## src/rtl/fp32_pkg.sv

```systemverilog
// rtl/fp32_pkg.sv - shared FP32 constants, converter state encoding and operand classification
package fp32_pkg;
  localparam int FP32_BIAS    = 127;
  localparam int FP32_EXP_MAX = 255;
  localparam int FP32_FRAC_W  = 23;
  localparam int FP32_EXP_W   = 8;

  localparam logic [31:0] INT_MAX = 32'h7FFF_FFFF;
  localparam logic [31:0] INT_MIN = 32'h8000_0000;

  localparam logic [2:0] ST_IDLE   = 3'd0;
  localparam logic [2:0] ST_UNPACK = 3'd1;
  localparam logic [2:0] ST_ALIGN  = 3'd2;
  localparam logic [2:0] ST_SIGN   = 3'd3;
  localparam logic [2:0] ST_DONE   = 3'd4;

  typedef enum logic [1:0] {CLS_ZERO, CLS_NORM, CLS_INF, CLS_NAN} fp_class_e;

  function automatic fp_class_e fp32_classify(input logic [31:0] x);
    logic [FP32_EXP_W-1:0]  ex;
    logic [FP32_FRAC_W-1:0] fr;
    ex = x[30:23];
    fr = x[22:0];
    if (ex == 8'(FP32_EXP_MAX)) return (fr != '0) ? CLS_NAN : CLS_INF;
    if (ex == '0) return CLS_ZERO;
    return CLS_NORM;
  endfunction
endpackage

```

## src/rtl/fp32_align_shifter.sv

```systemverilog
// rtl/fp32_align_shifter.sv - aligns the 24-bit significand to an integer magnitude, truncating
module fp32_align_shifter
  import fp32_pkg::*;
(
  input  logic [23:0]       m,
  input  logic signed [8:0] e,
  input  logic              frac_nz,
  output logic [31:0]       mag,
  output logic              inexact,
  output logic              ovf_cand
);
  logic [4:0]  rsh;
  logic [4:0]  lsh;
  logic [23:0] lost_mask;

  always_comb begin
    mag       = '0;
    inexact   = 1'b0;
    ovf_cand  = 1'b0;
    // Shift amounts are only meaningful inside their own exponent window.
    rsh       = 5'd23 - e[4:0];
    lsh       = e[4:0] - 5'd23;
    lost_mask = (24'd1 << rsh) - 24'd1;
    if (e[8]) begin
      inexact = (m != '0) || frac_nz;
    end else if (e <= 9'sd23) begin
      mag     = {8'd0, m >> rsh};
      inexact = |(m & lost_mask);
    end else if (e <= 9'sd30) begin
      mag     = {8'd0, m} << lsh;
    end else begin
      ovf_cand = 1'b1;
    end
  end
endmodule

```

## src/rtl/fp32_to_int_fsm.sv

```systemverilog
// rtl/fp32_to_int_fsm.sv - multi-cycle FP32 to signed int32 converter, truncating, r_i/r_o handshake
module fp32_to_int_fsm
  import fp32_pkg::*;
#(
  parameter logic SAT_EN = 1'b1
) (
  input  logic        clk,
  input  logic        rst,
  input  logic        r_i,
  input  logic [31:0] a,
  output logic [31:0] res,
  output logic        r_o,
  output logic        busy,
  output logic        ovf,
  output logic        inexact
);
  logic [2:0]        state;
  logic [31:0]       a_q;
  logic              s_q;
  logic signed [8:0] e_q;
  logic [23:0]       m_q;
  logic              frac_nz_q;
  fp_class_e         cls_q;
  logic [31:0]       mag_q;
  logic              inx_q;
  logic              ovfc_q;
  logic [31:0]       res_n;
  logic              ovf_n;
  logic              inx_n;

  logic [31:0] sh_mag;
  logic        sh_inx;
  logic        sh_ovf;
  logic [31:0] sg_res;
  logic        sg_ovf;
  logic        sg_inx;

  fp32_align_shifter u_shift (
    .m        (m_q),
    .e        (e_q),
    .frac_nz  (frac_nz_q),
    .mag      (sh_mag),
    .inexact  (sh_inx),
    .ovf_cand (sh_ovf)
  );

  always_comb begin
    sg_res = s_q ? (32'd0 - mag_q) : mag_q;
    sg_ovf = 1'b0;
    sg_inx = inx_q;
    if (cls_q == CLS_NAN) begin
      sg_res = INT_MIN;
      sg_ovf = 1'b1;
      sg_inx = 1'b0;
    end else if (ovfc_q) begin
      sg_inx = 1'b0;
      // -2^31 is the one out-of-window value that is exactly representable.
      if (s_q && (e_q == 9'sd31) && !frac_nz_q) begin
        sg_res = INT_MIN;
      end else begin
        sg_ovf = 1'b1;
        sg_res = (SAT_EN && !s_q) ? INT_MAX : INT_MIN;
      end
    end
  end

  always_ff @(posedge clk or posedge rst) begin
    if (rst) begin
      state     <= ST_IDLE;
      a_q       <= '0;
      s_q       <= 1'b0;
      e_q       <= '0;
      m_q       <= '0;
      frac_nz_q <= 1'b0;
      cls_q     <= CLS_ZERO;
      mag_q     <= '0;
      inx_q     <= 1'b0;
      ovfc_q    <= 1'b0;
      res_n     <= '0;
      ovf_n     <= 1'b0;
      inx_n     <= 1'b0;
      res       <= '0;
      r_o       <= 1'b0;
      busy      <= 1'b0;
      ovf       <= 1'b0;
      inexact   <= 1'b0;
    end else begin
      case (state)
        ST_IDLE: begin
          r_o <= 1'b0;
          if (r_i) begin
            a_q   <= a;
            busy  <= 1'b1;
            state <= ST_UNPACK;
          end
        end
        ST_UNPACK: begin
          s_q       <= a_q[31];
          e_q       <= $signed({1'b0, a_q[30:23]}) - $signed(9'(FP32_BIAS));
          m_q       <= (a_q[30:23] == '0) ? 24'd0 : {1'b1, a_q[22:0]};
          frac_nz_q <= (a_q[22:0] != '0);
          cls_q     <= fp32_classify(a_q);
          state     <= ST_ALIGN;
        end
        ST_ALIGN: begin
          mag_q  <= sh_mag;
          inx_q  <= sh_inx;
          ovfc_q <= sh_ovf;
          state  <= ST_SIGN;
        end
        ST_SIGN: begin
          res_n <= sg_res;
          ovf_n <= sg_ovf;
          inx_n <= sg_inx;
          state <= ST_DONE;
        end
        ST_DONE: begin
          res     <= res_n;
          ovf     <= ovf_n;
          inexact <= inx_n;
          r_o     <= 1'b1;
          busy    <= 1'b0;
          state   <= ST_IDLE;
        end
        default: state <= ST_IDLE;
      endcase
    end
  end
endmodule
```

## config.mk

```make
export PLATFORM = sky130hd
export DESIGN_NAME = fp32_to_int_fsm
export DESIGN_NICKNAME = d
export VERILOG_FILES = /design/src/rtl/fp32_pkg.sv /design/src/rtl/fp32_align_shifter.sv /design/src/rtl/fp32_to_int_fsm.sv
export SDC_FILE = /design/constraint.sdc
export NUM_CORES = 1
export LEC_CHECK = 0
export BUFFER_PORTS_ARGS = -buffer_cell sky130_fd_sc_hd__buf_4
export CAP_MARGIN = 20
export CORE_MARGIN = 5
export CORE_UTILIZATION = 35
export CTS_CLUSTER_DIAMETER = 80
export DETAILED_ROUTE_END_ITERATION = 10
export GPL_ROUTABILITY_DRIVEN = 0
export GPL_TIMING_DRIVEN = 0
export HOLD_SLACK_MARGIN = 0.03
export PLACE_DENSITY = 0.59
export REMOVE_ABC_BUFFERS = 1
export SYNTH_ARGS = -nofsm -noshare
export SYNTH_HDL_FRONTEND = slang
export SYNTH_SLANG_ARGS = --single-unit
```

## constraint.sdc

```tcl
create_clock -name clk -period 7.85 [get_ports clk]
set_clock_uncertainty 0.15 [all_clocks]
set_input_delay 1.1775 -clock clk [delete_from_list [all_inputs] [get_ports clk]]
set_output_delay 1.1775 -clock clk [all_outputs]
set_load 0.005 [all_outputs]
```

==> run_results.csv <==
group,metric,value,unit
die,die_width,187.9,um
logic_synthesis,synth-edff-count,0,
die,height_of_the_die,187.9,um
clock_network,tritoncts_num_sinks,176,
drt,firstDrtPassIters,8,
logic_synthesis,most_used_dff_post_synth,"dfrtp_1",
global_route,globalRoute.busiestLayer,"met2",
sta,finalHoldWorstSlack,313.4,ps
logic_synthesis,post_synth.cell_area_avg,9.499,sq um
clock_network,ctsRootBufferMaster,"clkbuf_16",
die,placementRows,65,
clock_network,cts_tree,"yes",
clock_network,cts_buffer_depth,2,
critical_path,cp_data_required_time,8060,ps
finish,ff_latch_area,4407,sq um
finish,final_cells,1578,
die,top_level_ports,71,
logic_synthesis,synth_top_cells_by_area,"dfrtp_1 (40%), mux2_2 (8.0%), mux4_2 (6.3%), nand2_1 (5.0%), o21ai_0 (4.5%)",
clock_network,numCtsBuffers,17,
die,core_area,31390,sq um
finish,layout-area-overhead-vs-synth,13.87,%
logic_synthesis,yosysUniqueCellTypes,74,
finish,multiInputGateArea,6226,sq um
finish,nNetsFinal,1211,
clock_network,cts_resized,0,
global_route,use_met2,0.2556,
clock_network,post_cts_buffers,0,
global_route,grt_start_max_net_pins,128,
placed_design,place.detailed.instances,1545,
global_route,grt.met3_usage,0.03220,
clock_network,insertion_delay,450,ps
job,drv_cap,0,
logic_synthesis,seq_area_frac_synth,0.3977,
global_route,global_route.overflow_total,0,
logic_synthesis,post-synth-top-area-fraction,0.3977,
global_route,first_global_vias,8516,
placed_design,port-buffer-count,70,
drt,detail_route_antenna_nets,0,
finish,ant_diodes,0,
pwr,power-per-cell-area,532.0,nW/um^2
drt,via_count,9000,
sta,unrepaired_setup_endpoints_after_global_routing,"false",
drt,drc_violations,0,
die,starting_density,0.3528,
global_route,grt_antenna_before_repair,0,
pwr,power_leakage,5.182,nW
pwr,vdd.ir_drop.worst,0.0002122,V
status,outcome,"complete, no violations",
global_route,met1_usage,0.2381,
critical_path,cp.arrival,5590,ps
logic_synthesis,synth_seq_cells,176,
sta,worst-slew-pin-transition,1113,ps
clock_network,htreeDepth,4,
logic_synthesis,syn_inst,1166,
critical_path,crit_fanout,51,
sta,highest_clock_rate,185.9,MHz
sta,final_hold_viol_count,0,
placed_design,dpl.hpwl,21490,um
finish,fill_cells,3103,
critical_path,crit_type,"reg -> reg",
logic_synthesis,library_cell_occupying_the_most_area_in_the_post_synthesis_netlist,"dfrtp_1",
worst_hold_path,type_of_the_tightest_min_delay_check,"reg -> reg",
critical_path,start_kind,"register",
logic_synthesis,syn-cell-area,11080,sq um
logic_synthesis,synth-warning-count,0,
drt,post_drt_via_cell_ratio,5.703,
clock_network,clkTransAtPathRegs,70,ps
critical_path,worstSetupEndpointType,"register",
drt,postRouteWirelength,29980,um
sta,post-route-min-period,5380,ps
drt,iteration_0_drc_markers,899,
sta,maxSlewViolCount,0,
finish,post_route_cells_drive_above_1_share,0.2168,
drt,drt-wirelength-per-cell,19.00,um
sta,max-slew-margin-rel,0.2578,
die,design.die.area,35300,sq um
global_route,global_route_wire_length_before_repair,48430,um
global_route,grt.total_usage,0.1687,
clock_network,cts-hold-fix-buffers,0,
sta,setup-violations-final,0,
sta,timing.final.crit_share,0.6854,
logic_synthesis,proportion_of_register_bits_with_asynchronous_set_or_reset_after_synthesis,1.000,
-- final cells by class --
cell class,instances,share of cell area
clock inverter,11,0.009623
clock buffer,20,0.03700
tap,402,0.03988
inverter,17,0.005655
timing repair buffer,86,0.06478
sequential,176,0.3494
multi-input combinational,866,0.4937
-- metrics by stage --
stage	setup WS (ps)	util	power [mW]	TNS [ps]	cell area, sq um
2_1_floorplan	1749	-	4.520	0	10660
3_3_place_gp	-233.5	0.3725	5.625	-37290	11690
3_5_place_dp	2679	0.3813	5.759	0	11970
4_1_cts	2649	0.4000	6.639	0	12560
5_1_grt	2175	0.4018	7.199	0	12610
6_report	2470	0.4018	6.710	0	12610
-- state kept, by name, indices dropped and copies added (netlist names), 2 cells and up --
signal / count
res: 32
res_n: 32
cls_q: 2
m_q: 24
e_q: 9
a_q: 32
mag_q: 32
state: 3
-- cells by family after synthesis --
logic type,after synthesis,share of synthesized area
and+or+nand+nor,361,0.1514
AOI/OAI and AO/OA,301,0.1819
DFF,176,0.3976
muxes,149,0.1786
buffers and inverters,124,0.04293
xor gates and xnor gates,43,0.03400
adders and majority gates,12,0.01356
-- layer usage --
| layer | up-vias | share of wire |
|---|---|---|
| met5 | - | 0 |
| met4 | 0 | 0.040 |
| met3 | 79 | 0.063 |
| met2 | 352 | 0.45 |
| met1 | 4268 | 0.45 |
| li1 | 4301 | - |
-- synth_stat cells, types with 8 or more instances --
master    number
nor2_1        85
nor2b_1        9
nand2b_1      12
o31ai_1       13
dfrtp_1      176
nand2_1      149
nor4_1        16
xor2_1         8
clkbuf_1      83
buf_1         16
xnor2_1       35
nand3_1       22
mux4_2        31
o21ai_0       99
a22o_1        26
a22oi_1        8
mux2_2        79
a211oi_1      15
nand4_1        9
ha_1          12
o22ai_1       12
mux2i_1       39
nor3_1        24
a21oi_1       46
inv_1         14
-- placed cells by master, fill, tap and decap left out, types with 4 or more instances in the layout --
| cell type | n |
|---|---|
| a31oi_1 | 6 |
| o21ai_0 | 99 |
| clkbuf_16 | 17 |
| dfrtp_1 | 174 |
| mux4_2 | 31 |
| and2_1 | 4 |
| inv_8 | 4 |
| o31ai_1 | 13 |
| o211ai_1 | 4 |
| nand2b_1 | 12 |
| nand3_1 | 22 |
| mux2i_1 | 39 |
| a211oi_1 | 15 |
| nor2_1 | 85 |
| o41ai_1 | 7 |
| o22ai_1 | 12 |
| mux2_2 | 79 |
| a22oi_1 | 8 |
| a21oi_1 | 45 |
| xor2_1 | 8 |
| a32oi_1 | 4 |
| or3_1 | 4 |
| o221ai_1 | 7 |
| a22o_1 | 26 |
| xnor2_1 | 33 |
| nor3_1 | 24 |
| buf_4 | 75 |
| buf_16 | 7 |
| a221o_1 | 5 |
| ha_1 | 12 |
| o21a_1 | 7 |
| nor4_1 | 16 |
| nor2b_1 | 9 |
| nand3b_1 | 5 |
| nand2_1 | 149 |
| o2111ai_1 | 6 |
| inv_1 | 13 |
| nand4_1 | 9 |
| a221oi_1 | 4 |
-- final timing paths --
| check | from | slack [ps] | cells after the start | to |
|---|---|---|---|---|
| worst max register to register | e_q[2]$_DFFE_PP0P_ | 2470 | 7 | mag_q[31]$_DFFE_PP0N_ |
| min in group asynchronous | rst | 570 | 2 | res[30]$_DFFE_PP0P_ |
| worst min register to register | res_n[28]$_DFFE_PP0P_ | 310 | 2 | res_n[28]$_DFFE_PP0P_ |
| worst max-delay path | e_q[2]$_DFFE_PP0P_ | 2470 | 7 | mag_q[31]$_DFFE_PP0N_ |
| worst min-delay path | res_n[28]$_DFFE_PP0P_ | 310 | 2 | res_n[28]$_DFFE_PP0P_ |
| max in group asynchronous | rst | 6020 | 3 | e_q[2]$_DFFE_PP0P_ |
-- report_power, final --
group	switching (mW)	internal [mW]
combinational	2.17	1.78
sequential	0.605	1.31
clock	0.386	0.470
-- critical path, stage by stage, from the launching register on --
cell      delay (ps)
dfrtp_2         1000
clkinv_1         880
ha_1            1260
clkinv_1         740
o31a_1           570
mux2i_1          350
a22oi_1          120
o21ai_0          190
Power figures use the tool's default switching activity.
